### config.mk
export PLATFORM = sky130hd
export DESIGN_NAME = alu_arbiter
export DESIGN_NICKNAME = d
export VERILOG_FILES = /design/src/rtl/alu_pkg.sv /design/src/rtl/alu.sv /design/src/rtl/alu_arbiter.sv
export SDC_FILE = /design/constraint.sdc
export NUM_CORES = 1
export LEC_CHECK = 0
export ABC_AREA = 1
export ABC_CLOCK_PERIOD_IN_PS = 2700
export CAP_MARGIN = 0
export CORE_MARGIN = 10
export CORE_UTILIZATION = 55
export CTS_BUF_LIST = sky130_fd_sc_hd__clkbuf_4 sky130_fd_sc_hd__clkbuf_8
export DETAILED_ROUTE_END_ITERATION = 12
export GPL_TIMING_DRIVEN = 0
export PLACE_DENSITY = 0.87
export SLEW_MARGIN = 5
export SYNTH_ARGS = -nofsm -noshare
export SYNTH_HDL_FRONTEND = slang
export SYNTH_HIERARCHICAL = 1
export SYNTH_SLANG_ARGS = --single-unit
export TNS_END_PERCENT = 100
### constraint.sdc
create_clock -name clk -period 2.7 [get_ports clk]
set_input_delay 0.54 -clock clk [delete_from_list [all_inputs] [get_ports clk]]
set_output_delay 0.54 -clock clk [all_outputs]
set_load 0.005 [all_outputs]
### src/rtl/alu_pkg.sv
// Shared types for the ALU arbiter: operation encodings, arbiter FSM states,
// and a legality check for incoming opcodes.
package alu_pkg;

   typedef enum logic [3:0] {
      OP_AND  = 4'b0000,
      OP_OR   = 4'b0001,
      OP_ADD  = 4'b0010,
      OP_SLTI = 4'b0011,
      OP_XOR  = 4'b0101,
      OP_SUB  = 4'b0110,
      OP_SLT  = 4'b0111,
      OP_EQ   = 4'b1000,
      OP_ADDI = 4'b1100
   } alu_op_t;

   typedef enum logic [1:0] {
      IDLE = 2'b00,
      EXEC = 2'b01,
      RESP = 2'b10
   } arb_state_t;

   function automatic logic is_legal_op(alu_op_t op);
      case (op)
         OP_AND, OP_OR, OP_ADD, OP_SLTI, OP_XOR,
         OP_SUB, OP_SLT, OP_EQ, OP_ADDI: return 1'b1;
         default:                        return 1'b0;
      endcase
   endfunction

endpackage

### src/rtl/alu.sv
// Combinational 32-bit ALU. Compares are unsigned and add/sub wrap.
// Any code outside the defined set produces a zero result.
module alu
   import alu_pkg::*;
#(
   parameter int DATA_WIDTH    = 32,
   parameter int OPCODE_LENGTH = 4
) (
   input  logic [DATA_WIDTH-1:0]    srca,
   input  logic [DATA_WIDTH-1:0]    srcb,
   input  logic [OPCODE_LENGTH-1:0] op,
   output logic [DATA_WIDTH-1:0]    result
);

   always_comb begin
      result = '0;
      case (op)
         OP_AND:          result = srca & srcb;
         OP_OR:           result = srca | srcb;
         OP_ADD, OP_ADDI: result = srca + srcb;
         OP_XOR:          result = srca ^ srcb;
         OP_SUB:          result = srca - srcb;
         OP_SLT, OP_SLTI: result = {{(DATA_WIDTH-1){1'b0}}, (srca < srcb)};
         OP_EQ:           result = {{(DATA_WIDTH-1){1'b0}}, (srca == srcb)};
         default:         result = '0;
      endcase
   end

endmodule

### src/rtl/alu_arbiter.sv
// Round-robin share of one ALU between two valid/ready requesters; one op in flight,
// result returned on the winner's response channel and held until it is taken.
//
// state | meaning
// IDLE  | no op in flight; req_ready carries the one-hot grant
// EXEC  | latched operands drive the ALU; result/err captured at end of cycle
// RESP  | rsp_valid[owner] high, result/err/owner held until rsp_ready[owner]
module alu_arbiter
   import alu_pkg::*;
#(
   parameter int DATA_WIDTH    = 32,
   parameter int OPCODE_LENGTH = 4
) (
   input  logic                       clk,
   input  logic                       reset,
   input  logic [1:0]                 req_valid,
   output logic [1:0]                 req_ready,
   input  logic [2*DATA_WIDTH-1:0]    req_srca,
   input  logic [2*DATA_WIDTH-1:0]    req_srcb,
   input  logic [2*OPCODE_LENGTH-1:0] req_op,
   output logic [1:0]                 rsp_valid,
   input  logic [1:0]                 rsp_ready,
   output logic [DATA_WIDTH-1:0]      rsp_result,
   output logic                       rsp_err,
   output logic                       busy
);

   arb_state_t                state_q, state_d;
   logic                      rr_last_q, rr_last_d;
   logic                      owner_q, owner_d;
   logic [DATA_WIDTH-1:0]     srca_q, srca_d;
   logic [DATA_WIDTH-1:0]     srcb_q, srcb_d;
   logic [OPCODE_LENGTH-1:0]  op_q, op_d;
   logic [DATA_WIDTH-1:0]     result_q, result_d;
   logic                      err_q, err_d;

   logic [1:0]                grant;
   logic [DATA_WIDTH-1:0]     alu_result;

   alu #(
      .DATA_WIDTH    (DATA_WIDTH),
      .OPCODE_LENGTH (OPCODE_LENGTH)
   ) u_alu (
      .srca   (srca_q),
      .srcb   (srcb_q),
      .op     (op_q),
      .result (alu_result)
   );

   // On a tie the port that did not win last time gets the grant.
   always_comb begin
      grant = 2'b00;
      if (state_q == IDLE) begin
         case (req_valid)
            2'b01:   grant = 2'b01;
            2'b10:   grant = 2'b10;
            2'b11:   grant = rr_last_q ? 2'b01 : 2'b10;
            default: grant = 2'b00;
         endcase
      end
   end

   always_comb begin
      state_d   = state_q;
      rr_last_d = rr_last_q;
      owner_d   = owner_q;
      srca_d    = srca_q;
      srcb_d    = srcb_q;
      op_d      = op_q;
      result_d  = result_q;
      err_d     = err_q;
      case (state_q)
         IDLE: begin
            if (grant != 2'b00) begin
               state_d   = EXEC;
               owner_d   = grant[1];
               rr_last_d = grant[1];
               srca_d    = grant[1] ? req_srca[2*DATA_WIDTH-1:DATA_WIDTH]
                                    : req_srca[DATA_WIDTH-1:0];
               srcb_d    = grant[1] ? req_srcb[2*DATA_WIDTH-1:DATA_WIDTH]
                                    : req_srcb[DATA_WIDTH-1:0];
               op_d      = grant[1] ? req_op[2*OPCODE_LENGTH-1:OPCODE_LENGTH]
                                    : req_op[OPCODE_LENGTH-1:0];
            end
         end
         EXEC: begin
            state_d  = RESP;
            result_d = alu_result;
            err_d    = ~is_legal_op(alu_op_t'(op_q));
         end
         RESP: begin
            if (rsp_ready[owner_q]) state_d = IDLE;
         end
         default: state_d = IDLE;
      endcase
   end

   always_ff @(posedge clk) begin
      if (reset) begin
         state_q   <= IDLE;
         rr_last_q <= 1'b1;
         owner_q   <= 1'b0;
         srca_q    <= '0;
         srcb_q    <= '0;
         op_q      <= '0;
         result_q  <= '0;
         err_q     <= 1'b0;
      end else begin
         state_q   <= state_d;
         rr_last_q <= rr_last_d;
         owner_q   <= owner_d;
         srca_q    <= srca_d;
         srcb_q    <= srcb_d;
         op_q      <= op_d;
         result_q  <= result_d;
         err_q     <= err_d;
      end
   end

   assign req_ready  = grant;
   assign rsp_valid  = (state_q == RESP) ? (owner_q ? 2'b10 : 2'b01) : 2'b00;
   assign rsp_result = result_q;
   assign rsp_err    = err_q;
   assign busy       = (state_q != IDLE);

endmodule

==> results.yml, run 1 <==
yosys:
  syn_inst: 1921
  ys_types: 48
  synthArstFlopShare_pct: 0
  synth_top_family_by_area: "simple AND/OR/NAND/NOR gates"
  synthTopCellsByArea: "nand2_1 19%, dfxtp_1 19%, inv_1 11%, ha_1 11%, nand3_1 8.4%"
  yosysTopAreaCell: "nand2_1"
  syn_area_per_cell_um2: 5.80
  seq_area_frac_synth_pct: 19.0
  synth-edff-count: 0
  synthAdderAreaFrac_pct: 11.1
  muxShareOfSynthArea_pct: 0
  synth_area_um2: 11100
  synth-seq-cells: 106
  synthFlopType: "dfxtp_1"
  synth-simple-area-share_pct: 38.7
  syn-num-nets: 2161
  synth_xor_area_share_pct: 0.157
  synth_warnings: 6
  synth_top_area_share_pct: 19.4
  synth_compound_area_share_pct: 13.9
detailed_routing:
  totalWireLength_um: 42300
  via_per_inst: 5.45
  wl_per_cell_um: 17.7
  first_pass_iters: 6
  num_vias: 13000
  ant_nets: 0
  drcViolationCount: 0
  drt-initial-drc-count: 1430
clock_network:
  clk_latency_ns: 0.42
  clock_path_buffers: 2
  cts_tree: "built"
  cts-root-buf: "clkbuf_8"
  cts.sinks: 106
  h-tree-depth: 3
  postCtsSetupRepairBufs: 0
  numCtsBuffers: 9
  clk_pin_slew_worst_paths_ns: 0.12
floorplanning:
  start_util_pct: 55.4
  num_rows: 52
  fp.dieW_um: 162
  core_area_um2: 20100
  die_area_um2: 26400
  io_pins: 180
  die_h_um: 162
sta:
  hold_viol_final: 0
  timing.final.crit_share_pct: 98.2
  timing.slew.headroom_pct: 45.8
  setup_tns_ns: 0
  slew_violations: 0
  whs_ns: 0.443
  finClkSkew_ns: 0.0270
  worst_pin_slew_ns: 0.814
  setup_violations: 0
  period_needed_ns: 2.65
  fmax_mhz: 377
global_routing:
  grt_use_total_pct: 31.2
  grt_pass1_wl_um: 65100
  grt_pass1_vias: 12100
  grt-ovfl-total: 0
  grt_max_degree: 20
  antenna_found_initial: 0
power_and_ir_drop:
  p_leak_nw: 7.11
  ir_drop_mv: 0.279
  power_density_nw_per_um2: 519
cells_and_area:
  layout-drive-gt1-share_pct: 9.98
  final_nets: 2350
  area_delta_synth_final_pct: 21.4
  diodes: 0
placement:
  port-buffer-count: 178
  place_hpwl_um: 35300
  gp_congestion: 1.06
setup_path:
  critPathMaxFanout: 8
  critPathKind: "flip-flop to flip-flop"
  arrival_ns: 2.97
  cp-start-kind: "flip-flop"
  endpoint_kind: "flip-flop"
  required_ns: 3.02
worst_hold_path:
  hold_class: "flip-flop to flip-flop"
job:
  maxCapViolCount: 0
outcome:
  status: "finished clean"
-- layout by cell type, fill, tap and decap left out, types with 3 or more instances in the layout --
master,instances
inv_1,325
o21ai_2,3
nand2_1,574
nand3_2,14
o211ai_2,11
dfxtp_2,13
nand3_1,185
ha_1,92
nor2_2,11
a221oi_1,5
buf_4,15
inv_2,46
nor3_1,10
nand4_1,16
clkdlybuf4s50_1,177
ha_2,4
clkbuf_8,9
nor2_1,168
a21oi_1,71
clkbuf_1,16
o21ai_1,6
o211ai_1,53
and3_1,3
dfxtp_1,93
nand2_2,17
o21bai_1,8
nor4_1,4
buf_2,36
buf_6,10
o21ai_0,53
o22ai_1,29
-- Yosys cell counts, drive strengths merged (16+ instances only) --
cell,number
nor2,182
inv,372
nand2,591
nand3,200
clkbuf,17
a21oi,72
o211ai,64
buf,65
dfxtp,106
o21ai,63
ha,96
nand4,16
o22ai,29
-- flip-flops by register name (all words and copies together) (netlist names), named ones only --
register and count:
rsp_result 32, rr_last_q 1, srca_q 32, state_q 2, op_q 4, rsp_err 1, owner_q 1, srcb_q 32
-- through the flow --
stage          instance area, um^2  util, %  total power [W]  setup slack (ns)  instances
3_5_place_dp                 13300     66.0          0.00584            -0.121       2369
4_1_cts                      13500     67.0          0.00687            0.0104       2385
5_1_grt                      13500     67.3          0.00751           -0.0498       2385
3_3_place_gp                 13300     66.0          0.00576            -0.101       2369
6_report                     13500     67.3          0.00702            0.0492       2385
2_1_floorplan                11100        -          0.00452             0.620       1921
-- cell families (layout without fill, tap and decap cells) --
| kind of cell | after synthesis | after routing |
|---|---|---|
| AND/OR/NAND/NOR | 1014 | 1014 |
| buffers and inverters | 455 | 649 |
| AO/OA/AOI/OAI | 246 | 246 |
| XOR/XNOR | 2 | 2 |
| flip-flops | 106 | 106 |
| adder cells (fa/ha/maj) | 98 | 98 |
-- area by class of cell --
class	count	area, um^2
plain buffers	82	500
clock buffers	10	131
clock inverters	6	61.3
fillers	1849	6570
inverters	373	1400
multi-input cells	1360	7180
flip-flops and latches	106	2140
well taps	270	338
repair buffers	178	1780
-- power breakdown --
| part | total (W) | switching (W) | internal, W | leakage, nW |
|---|---|---|---|---|
| Combinational | 0.00399 | 0.00260 | 0.00139 | 6.13 |
| Sequential | 0.00199 | 0.000224 | 0.00177 | 0.882 |
| Clock | 0.00104 | 0.000669 | 0.000368 | 0.0952 |
| Total | 0.00702 | 0.00349 | 0.00353 | 7.11 |
-- metal layers --
layer	GRT usage (%)	vias to the layer above	share of wire [%]
met5	0	-	0
met4	11.7	0	2.8
met3	6.57	61	12
met2	48.4	675	44
met1	41.5	5881	41
li1	-	6389	-
-- worst paths after layout --
kind	cells after the start	start	slack (ns)	end
hold reg to reg	1	flip-flop	0.44	rsp_err
setup reg to reg	15	srca_q[28]	0.05	rsp_result[31]
hold / removal	1	flip-flop	0.44	rsp_err
setup / recovery	15	srca_q[28]	0.05	rsp_result[31]
-- critical path, stage by stage, from the launching register on --
cell and delay [ns]:
dfxtp_1 0.41, inv_1 0.07, ha_1 0.29, clkbuf_2 0.19
inv_1 0.20, nand2_1 0.12, nor3_1 0.30, nand2_1 0.12
nor2_1 0.12, nand2_1 0.08, nand2_1 0.06, nand2_1 0.04
nand3_1 0.09, nand3_1 0.18, o21ai_1 0.21, nor2_1 0.06
-- what timing repair did --
item | CTS | global route
gates resized for setup | 3 | 36
gates cloned | 0 | 0
hold buffers | 0 | 0
endpoints found under the setup margin | 2 | 19
Power figures use the tool's default switching activity.
==> run 2, diff against run 1 <==
--- a/config.mk
+++ b/config.mk
@@ -6,7 +6,7 @@
 export NUM_CORES = 1
 export LEC_CHECK = 0
 export ABC_AREA = 1
-export ABC_CLOCK_PERIOD_IN_PS = 2700
+export ABC_CLOCK_PERIOD_IN_PS = 3200
 export CAP_MARGIN = 0
 export CORE_MARGIN = 10
 export CORE_UTILIZATION = 55
==> constraint.sdc (replaced) <==
create_clock -name clk -period 3.2 [get_ports clk]
set_input_delay 0.64 -clock clk [delete_from_list [all_inputs] [get_ports clk]]
set_output_delay 0.64 -clock clk [all_outputs]
set_load 0.005 [all_outputs]
==> run 2 against run 1 <==
Power shrank 16%. Clock skew shrank 0.0032 ns. Via count hardly changed. Clock-buffer cell count unchanged. Sequential cell count unchanged. Design area down 0.55%. First-iteration DRC count is 0.98% lower. Non-clock buffer count is the same. Sequential share of layout area hardly changed. Sequential power is 16% lower. Combinational power fell by 16%. Critical path type is now primary input to primary output. Highest routed layer unchanged.
==> results.yml, run 2 (same netlist as run 1, synthesis figures left out) <==
global_routing:
  grt_use_total_pct: 31.2
  grt-ovfl-total: 0
  antenna_found_initial: 0
  grt_pass1_wl_um: 65100
  grt_pass1_vias: 12100
  grt_max_degree: 20
cells_and_area:
  layout.cells.non_filler: 2385
  fill_cells: 1852
  area_delta_synth_final_pct: 20.7
  multi_input_area_um2: 7120
  layout-drive-gt1-share_pct: 8.51
  regArea_um2: 2120
  most-common-layout-cells: "575 x nand2_1, 325 x inv_1, 188 x nand3_1"
  diodes: 0
  final_common_cell: "nand2_1"
  final_nets: 2350
detailed_routing:
  first_pass_iters: 6
  wl_met2_um: 18500
  wl_met1_um: 17500
  via_per_inst: 5.46
  drt-initial-drc-count: 1416
  ant_nets: 0
  top_layer: "met4"
  wl_per_cell_um: 17.7
  totalWireLength_um: 42100
  met3_length_um: 4840
  num_vias: 13000
  drcViolationCount: 0
sta:
  setup_tns_ns: 0
  rsz0062_at_grt: "no"
  timing.slew.headroom_pct: 44.8
  worst_pin_slew_ns: 0.829
  period_needed_ns: 3.00
  whs_ns: 0.445
  slew_violations: 0
  timing.final.crit_share_pct: 93.8
  hold_viol_final: 0
  finClkSkew_ns: 0.0238
  setup_violations: 0
  fmax_mhz: 333
clock_network:
  clk_latency_ns: 0.41
  postCtsSetupRepairBufs: 0
  cts.sinks: 106
  clock_path_buffers: 2
  ctsResizeCount: 0
  h-tree-depth: 3
  cts_hold_buf: 0
  numCtsBuffers: 9
  cts-root-buf: "clkbuf_8"
  cts_tree: "built"
  clk_pin_slew_worst_paths_ns: 0.11
power_and_ir_drop:
  p_leak_nw: 7.09
  combPwrFrac_pct: 56.8
  power_frac_clock_pct: 14.8
  switching_share_pct: 49.7
  power_density_nw_per_um2: 437
  ir_drop_mv: 0.234
  seqPwrFrac_pct: 28.4
  p_switching_w: 0.00292
  power.internal_w: 0.00296
setup_path:
  arrival_ns: 2.36
  cp-start-kind: "primary input"
  reg2reg_setup_slack_ns: 0.34
  r2r-end: "rsp_result[0]"
  endpoint_kind: "primary output"
  required_ns: 2.56
  ff2ff_path_depth: 15
  reg2reg_from: "srca_q[0]"
  startpoint: "req_valid[0]"
  cp-endpoint: "req_ready[1]"
  critPathMaxFanout: 10
  critPathKind: "primary input to primary output"
floorplanning:
  die_h_um: 162
  io_pins: 180
  start_util_pct: 55.4
  core_area_um2: 20100
  die_area_um2: 26400
  num_rows: 52
  fp.dieW_um: 162
worst_hold_path:
  hold_class: "flip-flop to flip-flop"
  holdPathStages: 1
placement:
  gp_congestion: 1.06
  place_hpwl_um: 35300
  dp.cells: 2369
  port-buffer-count: 178
job:
  maxCapViolCount: 0
outcome:
  status: "finished clean"
-- run 2: per-stage QoR --
stage | worst slack, ns | utilization [%] | total power [W] | instance area, um^2
floorplan | 1.12 | - | 0.00382 | 11100
global route | 0.104 | 66.9 | 0.00630 | 13500
CTS | 0.176 | 66.9 | 0.00580 | 13500
global placement | 0.199 | 66.0 | 0.00486 | 13300
finish | 0.198 | 66.9 | 0.00588 | 13500
detailed placement | 0.179 | 66.0 | 0.00493 | 13300
-- run 2: worst min-delay path by stage --
| stage | slack, ns | end |
|---|---|---|
| after floorplan | 0.38 | rsp_err |
| after global placement | 0.42 | rsp_err |
| after detailed placement | 0.43 | rsp_err |
| after CTS | 0.43 | rsp_err |
| after global routing | 0.47 | rsp_err |
| final | 0.45 | rsp_err |
-- run 2: cell type report --
type,count,area share [%]
Multi-Input combinational cell,1360,52.9
Buffer,82,3.70
Clock buffer,10,0.976
Sequential cell,106,15.8
Tap cell,270,2.51
Clock inverter,6,0.456
Timing Repair Buffer,178,13.2
Inverter,373,10.4
-- run 2: routing by layer --
layer,track usage (%),up-vias
met1,41.6,5897
met2,48.3,647
met3,6.52,79
met5,0,-
li1,-,6395
met4,11.8,0
-- run 2: power by group through the flow --
| stage | Combinational [W] | Clock (W) | Sequential [W] |
|---|---|---|---|
| CTS | 0.00325 | 0.000881 | 0.00166 |
| floorplan | 0.00219 | 0 | 0.00163 |
| global route | 0.00369 | 0.000926 | 0.00169 |
| global placement | 0.00318 | 0 | 0.00168 |
| finish | 0.00334 | 0.000869 | 0.00167 |
| detailed placement | 0.00323 | 0 | 0.00169 |
-- run 2: worst max-delay path, cell delays in order --
cell,delay (ns)
clkdlybuf4s50_1,0.53
nand2_2,0.19
nand3_4,0.14
inv_2,0.09
buf_2,0.22
clkdlybuf4s50_1,0.55
